$ cat src/rtl/bus_pkg.sv
// Shared bus package.
// Holds the arbiter state encoding and the default bus sizing constants used
// by the bus top level and the testbenches.
package bus_pkg;

  // Arbiter state encoding.
  localparam logic [1:0] ARB_IDLE    = 2'd0;
  localparam logic [1:0] ARB_GRANT   = 2'd1;
  localparam logic [1:0] ARB_RELEASE = 2'd2;

  typedef enum logic [1:0] {
    ST_IDLE    = ARB_IDLE,
    ST_GRANT   = ARB_GRANT,
    ST_RELEASE = ARB_RELEASE
  } arb_state_t;

  // Default bus sizing.
  localparam int DEFAULT_NUM_MASTERS    = 2;
  localparam int DEFAULT_TIMEOUT_CYCLES = 1024;

endpackage

$ cat src/rtl/rr_pick.sv
// Combinational round-robin picker.
// Searches the request vector upward starting one past the pointer, wrapping
// modulo N, and returns the first requester found.
// Ports:
//   req        in   N   eligible request vector
//   ptr        in   W   index of the previous winner
//   winner     out  N   one-hot winner (all-zero when nothing requests)
//   win_idx    out  W   encoded winner index (0 when nothing requests)
//   any_valid  out  1   at least one request present
module rr_pick
  import bus_pkg::*;
#(
  parameter  int N = DEFAULT_NUM_MASTERS,
  localparam int W = $clog2(N)
) (
  input  logic [N-1:0] req,
  input  logic [W-1:0] ptr,
  output logic [N-1:0] winner,
  output logic [W-1:0] win_idx,
  output logic         any_valid
);

  localparam logic [W-1:0] LAST_IDX = W'(N - 1);

  always_comb begin
    logic [W-1:0] cand;
    winner    = '0;
    win_idx   = '0;
    any_valid = 1'b0;
    cand      = ptr;
    // N steps visit every index once, the pointer itself last.
    for (int off = 0; off < N; off++) begin
      cand = (cand == LAST_IDX) ? '0 : cand + 1'b1;
      if (!any_valid && req[cand]) begin
        any_valid = 1'b1;
        win_idx   = cand;
      end
    end
    if (any_valid) begin
      winner[win_idx] = 1'b1;
    end
  end

endmodule

$ cat src/rtl/bus_arbiter_rr.sv
// Round-robin system bus arbiter.
// Grants the shared bus to one master for a whole transaction, with a
// watchdog that forcibly revokes a grant held too long and masks the
// offending master until it drops its request.
// Ports:
//   clk          in   1            system clock, rising edge
//   rstn         in   1            asynchronous active-low reset
//   m_req        in   NUM_MASTERS  per-master request, level
//   bus_busy     in   1            slave still completing current transfer
//   m_grant      out  NUM_MASTERS  registered one-hot grant, zero when idle
//   m_sel        out  SEL_WIDTH    granted master index, holds last owner
//   bus_valid    out  1            any grant active
//   timeout_err  out  1            one-cycle pulse on watchdog revoke
module bus_arbiter_rr
  import bus_pkg::*;
#(
  parameter  int NUM_MASTERS    = DEFAULT_NUM_MASTERS,
  parameter  int TIMEOUT_CYCLES = DEFAULT_TIMEOUT_CYCLES,
  localparam int SEL_WIDTH      = $clog2(NUM_MASTERS)
) (
  input  logic                   clk,
  input  logic                   rstn,
  input  logic [NUM_MASTERS-1:0] m_req,
  input  logic                   bus_busy,
  output logic [NUM_MASTERS-1:0] m_grant,
  output logic [SEL_WIDTH-1:0]   m_sel,
  output logic                   bus_valid,
  output logic                   timeout_err
);

  localparam int                 CNT_W    = $clog2(TIMEOUT_CYCLES);
  localparam logic [CNT_W-1:0]   CNT_LAST = CNT_W'(TIMEOUT_CYCLES - 1);
  localparam logic [SEL_WIDTH-1:0] PTR_RST = SEL_WIDTH'(NUM_MASTERS - 1);

  arb_state_t             state_reg, state_next;
  logic [NUM_MASTERS-1:0] grant_reg, grant_next;
  logic [NUM_MASTERS-1:0] mask_reg, mask_next;
  logic [NUM_MASTERS-1:0] set_mask;
  logic [SEL_WIDTH-1:0]   sel_reg, sel_next;
  logic [SEL_WIDTH-1:0]   ptr_reg, ptr_next;
  logic [CNT_W-1:0]       cnt_reg, cnt_next;
  logic                   timeout_reg, timeout_next;

  logic [NUM_MASTERS-1:0] eligible;
  logic [NUM_MASTERS-1:0] pick_onehot;
  logic [SEL_WIDTH-1:0]   pick_idx;
  logic                   pick_valid;
  logic                   owner_req;

  // A master masked by the watchdog stays out of arbitration until it
  // deasserts its request for at least one cycle.
  assign eligible  = m_req & ~mask_reg;
  assign owner_req = |(m_req & grant_reg);

  generate
    for (genvar gi = 0; gi < NUM_MASTERS; gi++) begin : g_mask
      assign mask_next[gi] = m_req[gi] & (mask_reg[gi] | set_mask[gi]);
    end
  endgenerate

  rr_pick #(
    .N (NUM_MASTERS)
  ) u_pick (
    .req       (eligible),
    .ptr       (ptr_reg),
    .winner    (pick_onehot),
    .win_idx   (pick_idx),
    .any_valid (pick_valid)
  );

  always_ff @(posedge clk or negedge rstn) begin
    if (!rstn) begin
      state_reg   <= ST_IDLE;
      grant_reg   <= '0;
      mask_reg    <= '0;
      sel_reg     <= '0;
      ptr_reg     <= PTR_RST;
      cnt_reg     <= '0;
      timeout_reg <= 1'b0;
    end else begin
      state_reg   <= state_next;
      grant_reg   <= grant_next;
      mask_reg    <= mask_next;
      sel_reg     <= sel_next;
      ptr_reg     <= ptr_next;
      cnt_reg     <= cnt_next;
      timeout_reg <= timeout_next;
    end
  end

  always_comb begin
    state_next   = state_reg;
    grant_next   = grant_reg;
    sel_next     = sel_reg;
    ptr_next     = ptr_reg;
    cnt_next     = cnt_reg;
    timeout_next = 1'b0;
    set_mask     = '0;

    case (state_reg)
      // The turnaround cycle also arbitrates, so back-to-back transactions
      // see exactly one zero-grant cycle between them. The grant that
      // dropped is already zero here, so no overlap is possible.
      ST_IDLE, ST_RELEASE: begin
        cnt_next   = '0;
        grant_next = '0;
        if (pick_valid) begin
          state_next = ST_GRANT;
          grant_next = pick_onehot;
          sel_next   = pick_idx;
          ptr_next   = pick_idx;
        end else begin
          state_next = ST_IDLE;
        end
      end

      ST_GRANT: begin
        if (cnt_reg == CNT_LAST) begin
          // Watchdog revoke wins over everything, including bus_busy.
          state_next   = ST_RELEASE;
          grant_next   = '0;
          cnt_next     = '0;
          timeout_next = 1'b1;
          set_mask     = grant_reg;
        end else if (!owner_req && !bus_busy) begin
          state_next = ST_RELEASE;
          grant_next = '0;
          cnt_next   = '0;
        end else begin
          cnt_next = cnt_reg + 1'b1;
        end
      end

      default: begin
        state_next = ST_IDLE;
        grant_next = '0;
        cnt_next   = '0;
      end
    endcase
  end

  assign m_grant     = grant_reg;
  assign m_sel       = sel_reg;
  assign bus_valid   = |grant_reg;
  assign timeout_err = timeout_reg;

endmodule
$ cat config.mk
export PLATFORM = sky130hd
export DESIGN_NAME = bus_arbiter_rr
export DESIGN_NICKNAME = d
export VERILOG_FILES = /design/src/rtl/bus_pkg.sv /design/src/rtl/rr_pick.sv /design/src/rtl/bus_arbiter_rr.sv
export SDC_FILE = /design/constraint.sdc
export NUM_CORES = 1
export LEC_CHECK = 0
export CORE_UTILIZATION = 55
export DETAILED_ROUTE_END_ITERATION = 6
export PLACE_DENSITY = 0.84
export SLEW_MARGIN = 20
export SYNTH_ARGS = -nofsm -noshare
export SYNTH_HDL_FRONTEND = slang
export SYNTH_SLANG_ARGS = --single-unit
$ cat constraint.sdc
create_clock -name clk -period 2.9 [get_ports clk]
set_input_delay 0.29 -clock clk [delete_from_list [all_inputs] [get_ports clk]]
set_output_delay 0.29 -clock clk [all_outputs]
set_load 0.005 [all_outputs]
* After elaboration in Yosys (flattened, before gate mapping)
Index checks and enable logic that the tools add are counted.
** Storage, ports and cells
- Logic and storage cells :: 63
- Register bits after elaboration :: 19
- Input bits :: 5
** Operators by class
- Add/subtract/negate cells :: 3
- Bitwise gates (word level) :: 7
- Reduce and logical (&&, ||, !) cells :: 11
- Order comparisons :: 4
- Equality and inequality tests :: 4
- Mux-type cells :: 27
** Operators by type and width (count)
- 10-bit two-way mux :: 3
- 1-bit two-way mux :: 14
- 2-bit two-way mux :: 7
- 10-bit by 1-bit adder with 10-bit output, second input constant :: 1
- 10-bit equality test, second input constant :: 1
- 2-bit one-hot mux with 2 select lines :: 2
- 1-bit by 2-bit < comparator with 1-bit output, second input constant :: 3
- 2-bit OR reduction :: 3
- 2-bit AND :: 2
- 1-bit logical AND :: 3
- 1-bit logical NOT :: 3
- 3-bit inequality test, second input constant :: 1
- 1-bit adder, second input constant :: 2
- 1-bit AND :: 2
- 2-bit by 1-bit equality test with 1-bit output, second input constant :: 1
- 2-bit equality test, second input constant :: 1
- 2-bit logical NOT :: 1
- 2-bit NOT :: 1
- 1-bit bitwise OR :: 2
- 2-bit AND reduction :: 1
- 1-bit demux with 1-bit select :: 1
- 1-bit >= comparator, second input constant :: 1

* Longest topological paths before layout
- Depth after elaboration :: 14
- Gate-level depth with buffers :: 4
- Depth with buffers taken out :: 4

* Cells and area by module
From an unflattened synthesis, not the netlist that was laid out.
** Second synthesis, totals
- Cell total of the unflattened synthesis :: 92
- Area total of the unflattened synthesis :: 915.9 µm²
** Modules (own cells, without submodules)
- bus_arbiter_rr :: sequential area each 476.7 µm², times used 1, area an instance 883.3 µm², cells each 87
- rr_pick :: sequential area each 0.0 µm², times used 1, area an instance 32.5 µm², cells each 5

* Worst setup path before layout
No wires, ideal clock.
- Kind :: reg2reg
- From :: register cnt_reg[0]
- To :: register state_reg[0]
- Path slack :: 1.471 ns
- Buffers on the path :: 0
- Clock period less this slack :: 1.429 ns
- Arrival time :: 1.283 ns
- Setup time :: 0.147 ns
- Stages on the path, launching flop included :: 5
- Cells stage by stage :: dfrtp_1 -> ha_1 -> nand4_1 -> nor3_1 -> o22ai_1
** On the way
- Word-level cells in the longest chain between the ends :: 3
- Elaborated cells on any way between the ends :: 4
- Classes of those cells :: eq/ne: 2; mux: 2
** Ends and longest elaborated chain
- start, declared :: RTL line bus_arbiter_rr.sv:41 : logic [CNT_W-1:0] cnt_reg, cnt_next;
- start signal, assigned :: RTL line bus_arbiter_rr.sv:86 : cnt_reg <= cnt_next;
- 10-bit equality test (*) :: RTL line bus_arbiter_rr.sv:118 : if (cnt_reg == CNT_LAST) begin
- 2-bit two-way mux :: RTL line bus_arbiter_rr.sv:118
- 2-bit one-hot mux with 2 select lines :: RTL line bus_arbiter_rr.sv:100 : case (state_reg)
- end signal, assigned :: RTL line bus_arbiter_rr.sv:81 : state_reg <= state_next;
- end, declared :: RTL line bus_arbiter_rr.sv:35 : arb_state_t state_reg, state_next;
Every way passes the cells marked *; elsewhere a longest branch is shown, timed or not.
A chain may end at the register's enable or synchronous reset.

* Worst setup path after layout
- From :: register grant_reg[0] (netlist: m_grant[0])
- To :: output port bus_valid
** On the way
- Word-level cells in the longest chain between the ends :: 1
** Ends and longest elaborated chain
- start, declared :: RTL line bus_arbiter_rr.sv:36 : logic [NUM_MASTERS-1:0] grant_reg, grant_next;
- start signal, assigned :: RTL line bus_arbiter_rr.sv:82 : grant_reg <= grant_next;
- 2-bit OR reduction :: RTL line bus_arbiter_rr.sv:144 : assign bus_valid = |grant_reg;
- end, declared :: RTL line bus_arbiter_rr.sv:27 : output logic bus_valid,
No other way between the ends.

==> impl_results.md <==
* CP required at 2610 ps
* CP max stage delay at between 400 and 500 ps
* Drc violations at 0
* Post-Syn Nets at just under 90
* CP Launch Type: register
* Post-CTS Setup Inserts at 0
* DR vias/cell at 6.277
* Hold_ws at approximately 460 ps
* Max-cap violations at 0
* First-pass GRT wire length at 2863 um
* Largest net degree at the start of global routing at 20
* WP data arrival at 1480 ps
* Grt total ovfl at 0
* Worst Path Buf+Inv at 1
* CP top delay family: buffers and inverters
* DRT antenna net count at 0
* Area leader, netlist: dfrtp_1
* Clock buffer depth at 2
* Number of global-route vias before repair at 647
* Final wirelength at about 1700 um
* Initial antenna violation count at 0
* Worst-margin pin slew at 834.0 ps
* Library cells used by synthesis at 31
* Overall power at 0.7012 mW
* Root Buffer: clkbuf_4
* Gate Count Post-Synth at 83
* Tmin final at 1769 ps
* Design area at 1011 sq um
* Final #Nets at 103
* Pre-antenna DRT Iters at 4
* Placeable Area at about 1500 sq um
* Status: completed
* Ports at 10
* Post-detail-place hpwl at 1218 um
* Clk_skew at 1.114 ps
* Pwr per Cell Area at 693.5 nW/um^2
* Synth top area cells: dfrtp_1 52%, dfstp_2 3.0%, nand2_1 3.0%
* Share of the synthesized area in the top cell type at 0.5150
* Tcrit/Tclk final at 0.6100
* H-tree levels at 1
* Largest register FFs at 10
* Setup CP Type: reg2out
* Mean Syn Cell Area at roughly 11 sq um
* Relative slew slack at 0.4397
* Reg clk slew, reported paths at 100 ps
* Die area at between 1500 and 2000 sq um
* Port Buffer Count at 9
* TritonCTS Buffers at 3
* Layout overhead on the synthesized area at 15.59%
* Critical-path maximum fanout at 5
* Worst path cell trace: or2_2 -> clkdlybuf4s50_1
* Top cells by instance count after synthesis: 18 x dfrtp_1, 7 x nand2_1, 5 x a21oi_1, 5 x inv_1, 5 x o21ai_0
* VDD IR max at roughly 0.48 mV
* Share of layout cells above drive strength 1 at 0.09375
* CTS hold repair buffers at 0
* Fin Setup TNS at 0 ps
* Leakage Power at ~0.42 nW
* Async S/R FF share, synth at 1.000
* Die Height at between 40 and 50 um
* Post-synth EDFFs at 0
* Worst-skew pair later-pin latency at 290 ps
* Post-synthesis sequential area ratio at 0.5451
* Crit end category: output port
* Clock Sinks at 19
* Total GRT Usage at 0.2249
* Mean routed wirelength per cell at ~15 um
* FP Rows at 14
* Gpl congestion at slightly above 0.8
* Worst hold path type: in2async
* Most frequent cell after synthesis: dfrtp_1
* Warnings from Yosys at 0
* Post-Synthesis Cell Area at between 800 and 900 sq um
* Vias after detailed routing at 703
* Unrepaired setup endpoints after global routing: no
* Diodes inserted at 0
* Fmax at 565.3 MHz
* DRT iter0 DRCs at 15
* CTS tree: done
* Chip Width at 41.88 um
* Pins Over Slew Limit at 0
* Max stage delay cell, worst path: clkdlybuf4s50_1
* Final Hold Viols at 0
* Register bit total from synthesis at 19
* Synth Flop Type: dfrtp_1
* CTS resizes at 0
* Initial Utilization at 0.5874
* Final setup violating endpoints at 0
* Area after DPL at slightly below 1000 sq um
## power by group
part	internal, mW	switching, mW	leakage [nW]
logic	0.114	0.0889	0.149
clock network	0.0535	0.0783	0.0150
registers	0.319	0.0472	0.253
total	0.487	0.214	0.417
## metal layers
layer / up-vias / GRT usage / part of all wire
met5: - / 0 / 0
met1: 344 / 0.3138 / 0.46
met4: 0 / 0.09677 / 0.018
li1: 336 / - / -
met2: 18 / 0.3281 / 0.47
met3: 5 / 0.06522 / 0.046
## per-stage QoR
stage	cells	utilization	setup WS, ps
global placement	108	0.6613	1210
global route	112	0.6790	1052
CTS	112	0.6790	1124
finish	112	0.6790	1131
detailed placement	108	0.6613	1184
floorplan	83	-	1471
## cell usage in the layout (no fill, tap or decap), types with 2 or more instances in the layout
| cell type | instances |
|---|---|
| a211oi_1 | 2 |
| a21oi_1 | 5 |
| clkbuf_4 | 3 |
| clkdlybuf4s50_1 | 9 |
| dfrtp_1 | 18 |
| inv_1 | 5 |
| nand2_1 | 7 |
| nand3_1 | 4 |
| nand4_1 | 2 |
| nor2b_1 | 3 |
| nor3_1 | 4 |
| o21ai_0 | 5 |
| o31ai_1 | 2 |
| or3_1 | 4 |
| or4_1 | 3 |
| xnor2_1 | 2 |
## final timing paths
path / start / endpoint / slack, ps / cells after the start
min: rstn / cnt_reg[7] / 460 / 1
min in group clk: mask_reg[1] / mask_reg[1] / 520 / 2
max: m_grant[0] / bus_valid / 1130 / 2
max in group asynchronous: rstn / mask_reg[1] / 1930 / 1
min reg2reg: mask_reg[1] / mask_reg[1] / 520 / 2
max reg2reg: cnt_reg[0] / state_reg[0] / 1180 / 4
## worst reg2reg max path, cell delays in order (launching register included)
cell and delay, ps:
dfrtp_1 410, ha_1 220, nand4_1 140, nor3_1 660, o22ai_1 150
## cell families (layout without fill, tap and decap cells)
logic type / count (synthesis) / count (layout) / synth area share
xor gates and xnor gates: 3 / 3 / 0.03005
buffers and inverters: 5 / 18 / 0.02146
and+or+nand+nor: 34 / 34 / 0.2232
adders and majority gates: 1 / 1 / 0.01430
AOI/OAI and AO/OA: 21 / 21 / 0.1659
DFF: 19 / 19 / 0.5451
## cell type report
class | instances | area (sq um)
Fill cell | 117 | 478.0
Sequential cell | 19 | 476.7
Timing Repair Buffer | 9 | 90.09
Multi-Input combinational cell | 59 | 379.1
Inverter | 5 | 18.77
Tap cell | 16 | 20.02
Clock buffer | 4 | 26.28
Note: power is estimated with default switching activity, not from simulation.
